==> config.mk <==
export PLATFORM = sky130hd
export DESIGN_NAME = uart_rx
export DESIGN_NICKNAME = d
export VERILOG_FILES = /design/src/rtl/uart_pkg.sv /design/src/rtl/uart_rx_fifo.sv /design/src/rtl/uart_rx.sv
export SDC_FILE = /design/constraint.sdc
export NUM_CORES = 1
export LEC_CHECK = 0
export ABC_CLOCK_PERIOD_IN_PS = 3900
export CORE_MARGIN = 3
export CORE_UTILIZATION = 50
export CTS_BUF_LIST = sky130_fd_sc_hd__clkbuf_8 sky130_fd_sc_hd__clkbuf_16
export DETAILED_ROUTE_END_ITERATION = 6
export PLACE_DENSITY = 0.83
export SLEW_MARGIN = 20
export SYNTH_ARGS = -nofsm -noshare
export SYNTH_HDL_FRONTEND = slang
export SYNTH_SLANG_ARGS = --single-unit
==> constraint.sdc <==
create_clock -name clk -period 3.9 [get_ports clk]
set_clock_uncertainty 0.05 [all_clocks]
set_input_delay 0.975 -clock clk [delete_from_list [all_inputs] [get_ports clk]]
set_output_delay 0.975 -clock clk [all_outputs]
set_load 0.01 [all_outputs]
==> src/rtl/uart_pkg.sv <==
// Shared definitions for the UART receiver: register indices, CTRL/STATUS bit positions, FSM states.
package uart_pkg;

  localparam logic [2:0] REG_DATA   = 3'd0;
  localparam logic [2:0] REG_CTRL   = 3'd1;
  localparam logic [2:0] REG_STATUS = 3'd2;
  localparam logic [2:0] REG_BAUD   = 3'd3;
  localparam logic [2:0] REG_COUNT  = 3'd4;

  localparam int CTRL_RX_EN    = 0;
  localparam int CTRL_TWO_STOP = 1;
  localparam int CTRL_ODD_PAR  = 2;

  localparam int STAT_NONEMPTY = 0;
  localparam int STAT_FULL     = 1;
  localparam int STAT_PERR     = 2;
  localparam int STAT_FERR     = 3;
  localparam int STAT_OVR      = 4;

  typedef enum logic [2:0] {
    RX_IDLE,
    RX_START,
    RX_DATA,
    RX_PARITY,
    RX_STOP1,
    RX_STOP2,
    RX_PUSH
  } rx_state_e;

endpackage

==> src/rtl/uart_rx_fifo.sv <==
// Byte FIFO, registered write, head visible combinationally; a push while full is ignored
// unless a pop happens in the same cycle, in which case both take effect.
module uart_rx_fifo #(
  parameter int DEPTH = 8
) (
  input  logic                     clk,
  input  logic                     reset,
  input  logic                     push,
  input  logic [7:0]               wdata,
  input  logic                     pop,
  output logic [7:0]               rdata,
  output logic                     full,
  output logic                     empty,
  output logic [$clog2(DEPTH):0]   count
);

  localparam int AW = $clog2(DEPTH);

  logic [7:0]    mem_q [DEPTH];
  logic [7:0]    mem_d [DEPTH];
  logic [AW-1:0] wr_ptr_q, wr_ptr_d;
  logic [AW-1:0] rd_ptr_q, rd_ptr_d;
  logic [AW:0]   count_q, count_d;
  logic          push_ok, pop_ok;

  assign empty = (count_q == '0);
  assign full  = (count_q == (AW+1)'(DEPTH));
  assign rdata = mem_q[rd_ptr_q];
  assign count = count_q;

  always_comb begin
    pop_ok   = pop && !empty;
    push_ok  = push && (!full || pop_ok);
    mem_d    = mem_q;
    wr_ptr_d = wr_ptr_q;
    rd_ptr_d = rd_ptr_q;
    count_d  = count_q;
    if (push_ok) begin
      mem_d[wr_ptr_q] = wdata;
      wr_ptr_d        = wr_ptr_q + AW'(1);
    end
    if (pop_ok) begin
      rd_ptr_d = rd_ptr_q + AW'(1);
    end
    case ({push_ok, pop_ok})
      2'b10:   count_d = count_q + (AW+1)'(1);
      2'b01:   count_d = count_q - (AW+1)'(1);
      default: count_d = count_q;
    endcase
  end

  always_ff @(posedge clk) begin
    if (reset) begin
      wr_ptr_q <= '0;
      rd_ptr_q <= '0;
      count_q  <= '0;
    end else begin
      wr_ptr_q <= wr_ptr_d;
      rd_ptr_q <= rd_ptr_d;
      count_q  <= count_d;
    end
  end

  // Storage needs no reset: occupancy alone decides what is valid.
  always_ff @(posedge clk) begin
    mem_q <= mem_d;
  end

endmodule

==> src/rtl/uart_rx.sv <==
// Memory-mapped UART receiver (start, 8 data LSB first, parity, 1/2 stop) feeding a byte FIFO.
// Byte readable one clk after the PUSH decision; a full FIFO drops the byte and raises overrun.
module uart_rx
  import uart_pkg::*;
#(
  parameter int FIFO_DEPTH  = 8,
  parameter int SYNC_STAGES = 2
) (
  input  logic        clk,
  input  logic        reset,
  input  logic [31:0] addr,
  input  logic [31:0] wdata,
  input  logic        wr_en,
  input  logic        rd_en,
  output logic [31:0] rdata,
  input  logic        Rx_in,
  output logic        rx_irq
);

  localparam int CW = $clog2(FIFO_DEPTH) + 1;

  logic [SYNC_STAGES-1:0] sync_q, sync_d;
  logic                   rx_s;

  logic [2:0]  ctrl_q, ctrl_d;
  logic [13:0] baud_q, baud_d;
  logic        perr_st_q, perr_st_d;
  logic        ferr_st_q, ferr_st_d;
  logic        ovr_st_q, ovr_st_d;

  rx_state_e   state_q, state_d;
  logic [13:0] cnt_q, cnt_d;
  logic [2:0]  bitcnt_q, bitcnt_d;
  logic [7:0]  shreg_q, shreg_d;
  logic        perr_q, perr_d;

  logic          tick, half_tick;
  logic          rx_en, two_stop, odd_par;
  logic          push, set_ferr;
  logic          wr_ctrl, wr_status, wr_baud, rd_data;
  logic          fifo_pop, fifo_full, fifo_empty;
  logic [7:0]    fifo_rdata;
  logic [CW-1:0] fifo_count;
  logic [4:0]    status;
  logic          unused_bits;

  assign sync_d    = SYNC_STAGES'({sync_q, Rx_in});
  assign rx_s      = sync_q[SYNC_STAGES-1];

  assign rx_en     = ctrl_q[CTRL_RX_EN];
  assign two_stop  = ctrl_q[CTRL_TWO_STOP];
  assign odd_par   = ctrl_q[CTRL_ODD_PAR];

  assign tick      = (cnt_q == baud_q);
  assign half_tick = (cnt_q == (baud_q >> 1));

  assign wr_ctrl   = wr_en && (addr[2:0] == REG_CTRL);
  assign wr_status = wr_en && (addr[2:0] == REG_STATUS);
  assign wr_baud   = wr_en && (addr[2:0] == REG_BAUD);
  assign rd_data   = rd_en && (addr[2:0] == REG_DATA);
  assign fifo_pop  = rd_data && !fifo_empty;

  assign unused_bits = ^{addr[31:3], wdata[31:14]};

  always_comb begin
    state_d  = state_q;
    shreg_d  = shreg_q;
    bitcnt_d = bitcnt_q;
    perr_d   = perr_q;
    push     = 1'b0;
    set_ferr = 1'b0;
    case (state_q)
      RX_IDLE: begin
        perr_d   = 1'b0;
        bitcnt_d = '0;
        if (!rx_s && rx_en && (baud_q != '0)) state_d = RX_START;
      end
      RX_START: begin
        // Restarting the count here puts every later tick in the middle of its bit.
        if (half_tick) state_d = rx_s ? RX_IDLE : RX_DATA;
      end
      RX_DATA: begin
        if (tick) begin
          shreg_d  = {rx_s, shreg_q[7:1]};
          bitcnt_d = bitcnt_q + 3'd1;
          if (bitcnt_q == 3'd7) state_d = RX_PARITY;
        end
      end
      RX_PARITY: begin
        if (tick) begin
          perr_d  = rx_s != (odd_par ? ~^shreg_q : ^shreg_q);
          state_d = RX_STOP1;
        end
      end
      RX_STOP1: begin
        if (tick) begin
          if (!rx_s) begin
            set_ferr = 1'b1;
            state_d  = RX_IDLE;
          end else begin
            state_d  = two_stop ? RX_STOP2 : RX_PUSH;
          end
        end
      end
      RX_STOP2: begin
        if (tick) begin
          if (!rx_s) begin
            set_ferr = 1'b1;
            state_d  = RX_IDLE;
          end else begin
            state_d  = RX_PUSH;
          end
        end
      end
      RX_PUSH: begin
        push    = 1'b1;
        state_d = RX_IDLE;
      end
      default: state_d = RX_IDLE;
    endcase
    // Disabling the receiver abandons whatever frame is in flight.
    if ((state_q != RX_IDLE) && !rx_en) begin
      state_d  = RX_IDLE;
      push     = 1'b0;
      set_ferr = 1'b0;
    end
  end

  always_comb begin
    if ((state_q == RX_IDLE) || (state_d != state_q) || tick) cnt_d = '0;
    else                                                      cnt_d = cnt_q + 14'd1;
  end

  always_comb begin
    ctrl_d    = wr_ctrl ? wdata[2:0]  : ctrl_q;
    baud_d    = wr_baud ? wdata[13:0] : baud_q;
    // Clear first, then set, so an error landing on a W1C cycle survives.
    perr_st_d = (perr_st_q & ~(wr_status & wdata[STAT_PERR])) | (push & perr_q);
    ferr_st_d = (ferr_st_q & ~(wr_status & wdata[STAT_FERR])) | set_ferr;
    ovr_st_d  = (ovr_st_q  & ~(wr_status & wdata[STAT_OVR]))  | (push & fifo_full & !fifo_pop);

    status                = '0;
    status[STAT_NONEMPTY] = !fifo_empty;
    status[STAT_FULL]     = fifo_full;
    status[STAT_PERR]     = perr_st_q;
    status[STAT_FERR]     = ferr_st_q;
    status[STAT_OVR]      = ovr_st_q;

    rdata = '0;
    if (rd_en) begin
      case (addr[2:0])
        REG_DATA:   rdata = fifo_empty ? 32'd0 : {24'd0, fifo_rdata};
        REG_CTRL:   rdata = {29'd0, ctrl_q};
        REG_STATUS: rdata = {27'd0, status};
        REG_BAUD:   rdata = {18'd0, baud_q};
        REG_COUNT:  rdata = 32'(fifo_count);
        default:    rdata = '0;
      endcase
    end
  end

  assign rx_irq = !fifo_empty || perr_st_q || ferr_st_q || ovr_st_q;

  always_ff @(posedge clk) begin
    if (reset) begin
      sync_q    <= '1;
      ctrl_q    <= '0;
      baud_q    <= '0;
      perr_st_q <= 1'b0;
      ferr_st_q <= 1'b0;
      ovr_st_q  <= 1'b0;
      state_q   <= RX_IDLE;
      cnt_q     <= '0;
      bitcnt_q  <= '0;
      shreg_q   <= '0;
      perr_q    <= 1'b0;
    end else begin
      sync_q    <= sync_d;
      ctrl_q    <= ctrl_d;
      baud_q    <= baud_d;
      perr_st_q <= perr_st_d;
      ferr_st_q <= ferr_st_d;
      ovr_st_q  <= ovr_st_d;
      state_q   <= state_d;
      cnt_q     <= cnt_d;
      bitcnt_q  <= bitcnt_d;
      shreg_q   <= shreg_d;
      perr_q    <= perr_d;
    end
  end

  uart_rx_fifo #(
    .DEPTH (FIFO_DEPTH)
  ) u_fifo (
    .clk   (clk),
    .reset (reset),
    .push  (push),
    .wdata (shreg_q),
    .pop   (fifo_pop),
    .rdata (fifo_rdata),
    .full  (fifo_full),
    .empty (fifo_empty),
    .count (fifo_count)
  );

endmodule

==> flow_summary.toml <==
[outcome]
status = "completed"

[die]
num_io_pins = 102
core_um2 = 11660
dieHeight_um = 116.5
start_util_pct = 52.35
die_x_um = 116.5
num_rows = 39
dieArea_um2 = 13570

[final_layout]
drive_above_1_share_pct = 17.14
fin_nets = 660
fin_area_um2 = 7276
fillCellCount = 817
n_antenna_cell = 0
area_delta_synth_final_pct = 19.16

[timing]
post-route-min-period_ns = 3.797
slew_viol_final = 0
tightestPinTransition_ns = 0.9268
finalCritPeriodShare_pct = 97.35
timing.fmax_ghz = 0.2634
hold_viol = 0
slew_headroom_pct = 37.37
fin_setup_tns_ns = 0
rsz0062_at_grt = "false"
setup-violations-final = 0

[logic_synthesis]
yosysTopAreaCellShare_pct = 31.48
seq_area_frac_synth_pct = 51.48
synth_edf_count = 64
postSynthAreaPerCell_um2 = 11.46
yosys.area.top_type = "edfxtp_1"
synth_seq_cells = 125
synth_area_um2 = 6106
ys_types = 55
synth_area_leaders = "edfxtp_1 (31%), dfxtp_1 (20%), mux4_2 (5.9%)"
synthArstFlopShare_pct = 0
synthFlopType = "edfxtp_1"
netlist_instances = 533
synth_warnings = 0

[detailed_routing]
dr.pass1.iters = 7
routed_wl_um = 14620
dr.first_iter.drc_count = 569
via_count = 4428
drt-vias-per-instance = 6.000
drcViolationCount = 0
ant_nets = 0
avgRoutedWirePerCell_um = 19.81

[worst_setup_path]
startpoint_type = "input port"
cp.required_ns = 2.87
reg2reg_slack_ns = 1.16
arrival_ns = 2.77
critPathKind = "input port to output pin"
cp-startpoint = "addr[2]"
ff2ff_path_depth = 9
endpoint = "rdata[10]"
cp_max_fo = 7
worst_r2r_endpoint = "u_fifo.count[3]$_SDFFE_PP0P_"
cp-end-kind = "output pin"
r2r-start = "u_fifo.count[0]$_SDFFE_PP0P_"

[placed_design]
placed_area_um2 = 6629
dp_hpwl_um = 9234
gp_congestion = 0.8971
portBuffers = 36

[clock_network]
cts_tree = "yes"
clock_sinks = 125
insertion_delay_ns = 0.42
clk_pin_slew_ns = 0.06
clockRootBuffer = "clkbuf_16"
htree_levels = 4
cts_buffers = 17
ctsLongestPathBuffers = 2
hold_buffers = 0

[power]
irDropWorstVdd_mv = 0.3221
p_per_area_nw_per_um2 = 432.7
leakage_uw = 0.002742

[min_path]
min_from = "sync_q[0]$_SDFF_PP1_"
hp-class = "flip-flop to flip-flop"

[global_route]
overflow = 0
grt_max_degree = 46
grt_use_total_pct = 22.34
grt_pass1_vias = 4390
grt_pass1_wl_um = 22930
antenna_found_initial = 0

[run]
max-cap-violations = 0
## sequential cells by signal, indices dropped and copies added, names as in the netlist
| register | count |
|---|---|
| u_fifo.rd_ptr_q | 3 |
| u_fifo.wr_ptr_q | 3 |
| sync_q | 2 |
| u_fifo.mem_q | 64 |
| perr_q | 1 |
| ferr_st_q | 1 |
| shreg_q | 8 |
| baud_q | 14 |
| bitcnt_q | 3 |
| state_q | 3 |
| ctrl_q | 3 |
| perr_st_q | 1 |
| ovr_st_q | 1 |
| u_fifo.count | 4 |
| cnt_q | 14 |
## kinds of logic after synthesis
group | count (synthesis) | share of synthesized area (%)
simple gates | 176 | 14.45
compound gates | 65 | 8.013
xor+xnor | 55 | 7.889
fa+ha+maj | 9 | 1.967
buf+inv | 56 | 5.082
flops | 125 | 51.48
other cells | 1 | 0.06142
mux | 46 | 11.07
## power by group
part	switching (uW)	leakage [uW]	internal (uW)
Sequential	7.62	0.00108	1370
Clock	619	0.000318	1040
Combinational	59.5	0.00134	46.9
Total	686	0.00274	2460
## repair_timing
| action | CTS | global route |
|---|---|---|
| setup endpoints to repair | 14 | 5 |
| buffers inserted | 0 | 0 |
| resized for setup | 3 | 5 |
## per-stage QoR
stage | hold WS [ns] | total power [uW] | cells | setup slack, ns | util (%)
3_5_place_dp | 0.3488 | 1511 | 706 | -0.1473 | 56.84
5_1_grt | 0.3784 | 3222 | 738 | 0.01251 | 62.39
4_1_cts | 0.3622 | 3159 | 738 | 0.03404 | 62.28
2_1_floorplan | 0.3395 | 1478 | 550 | 0.5452 | -
6_report | 0.3614 | 3148 | 738 | 0.1032 | 62.39
3_3_place_gp | 0.3433 | 1509 | 706 | -0.09812 | 56.76
## final cells by class
type                            instances  area (um^2)  share of cell area, %
Tap cell                              143        178.9                  2.459
Clock buffer                           21        525.5                  7.223
Clock inverter                         11        112.6                  1.548
Multi-Input combinational cell        369         2725                  37.45
Sequential cell                       125         3143                  43.20
Timing Repair Buffer                   62        564.3                  7.756
Inverter                                7        26.28                 0.3611
## cells in the final DEF, fill, tap and decap left out, types with 12 or more instances in the layout
cell type,count
edfxtp_1,64
dfxtp_1,61
nor2_1,49
nand2_1,45
xnor2_1,33
clkdlybuf4s50_1,28
buf_4,26
a21oi_1,25
xor2_1,22
clkbuf_16,21
mux2i_1,18
conb_1,18
mux4_2,16
nor3_1,12
mux2_2,12
## critical path, stage by stage
cell and delay (ns):
clkdlybuf4s50_1 0.42, buf_4 0.17, nor2b_1 0.13, and2_1 0.21, buf_4 0.17, and3_1 0.16, clkdlybuf4s50_1 0.54
## worst min path at each step
stage / cells past startpoint / endpoint
6_report: 1 / sync_q[1]$_SDFF_PP1_
2_1_floorplan: 1 / sync_q[1]$_SDFF_PP1_
3_5_place_dp: 1 / sync_q[1]$_SDFF_PP1_
5_1_grt: 1 / sync_q[1]$_SDFF_PP1_
3_3_place_gp: 1 / sync_q[1]$_SDFF_PP1_
4_1_cts: 1 / sync_q[1]$_SDFF_PP1_
## synth_stat cells (9+ instances only)
library cell / count
xor2_1: 22
nand2_1: 45
nor2_1: 49
edfxtp_1: 64
clkbuf_1: 20
a211oi_2: 9
nor2b_1: 9
xnor2_1: 33
mux4_2: 16
nor4_1: 9
buf_4: 21
dfxtp_1: 61
a21oi_1: 25
mux2i_1: 18
mux2_2: 12
nor3_1: 12
## layer usage
layer  part of all wire, %  up-vias  GRT usage [%]  routed length, um
li1                      -     1992              -                  -
met1                    40     2132          27.26               5813
met2                    49      262          37.30               7195
met3                   8.2       42          6.218               1193
met4                   2.8        0          9.513                416
met5                     0        -              0                  0
Power figures use the tool's default switching activity.
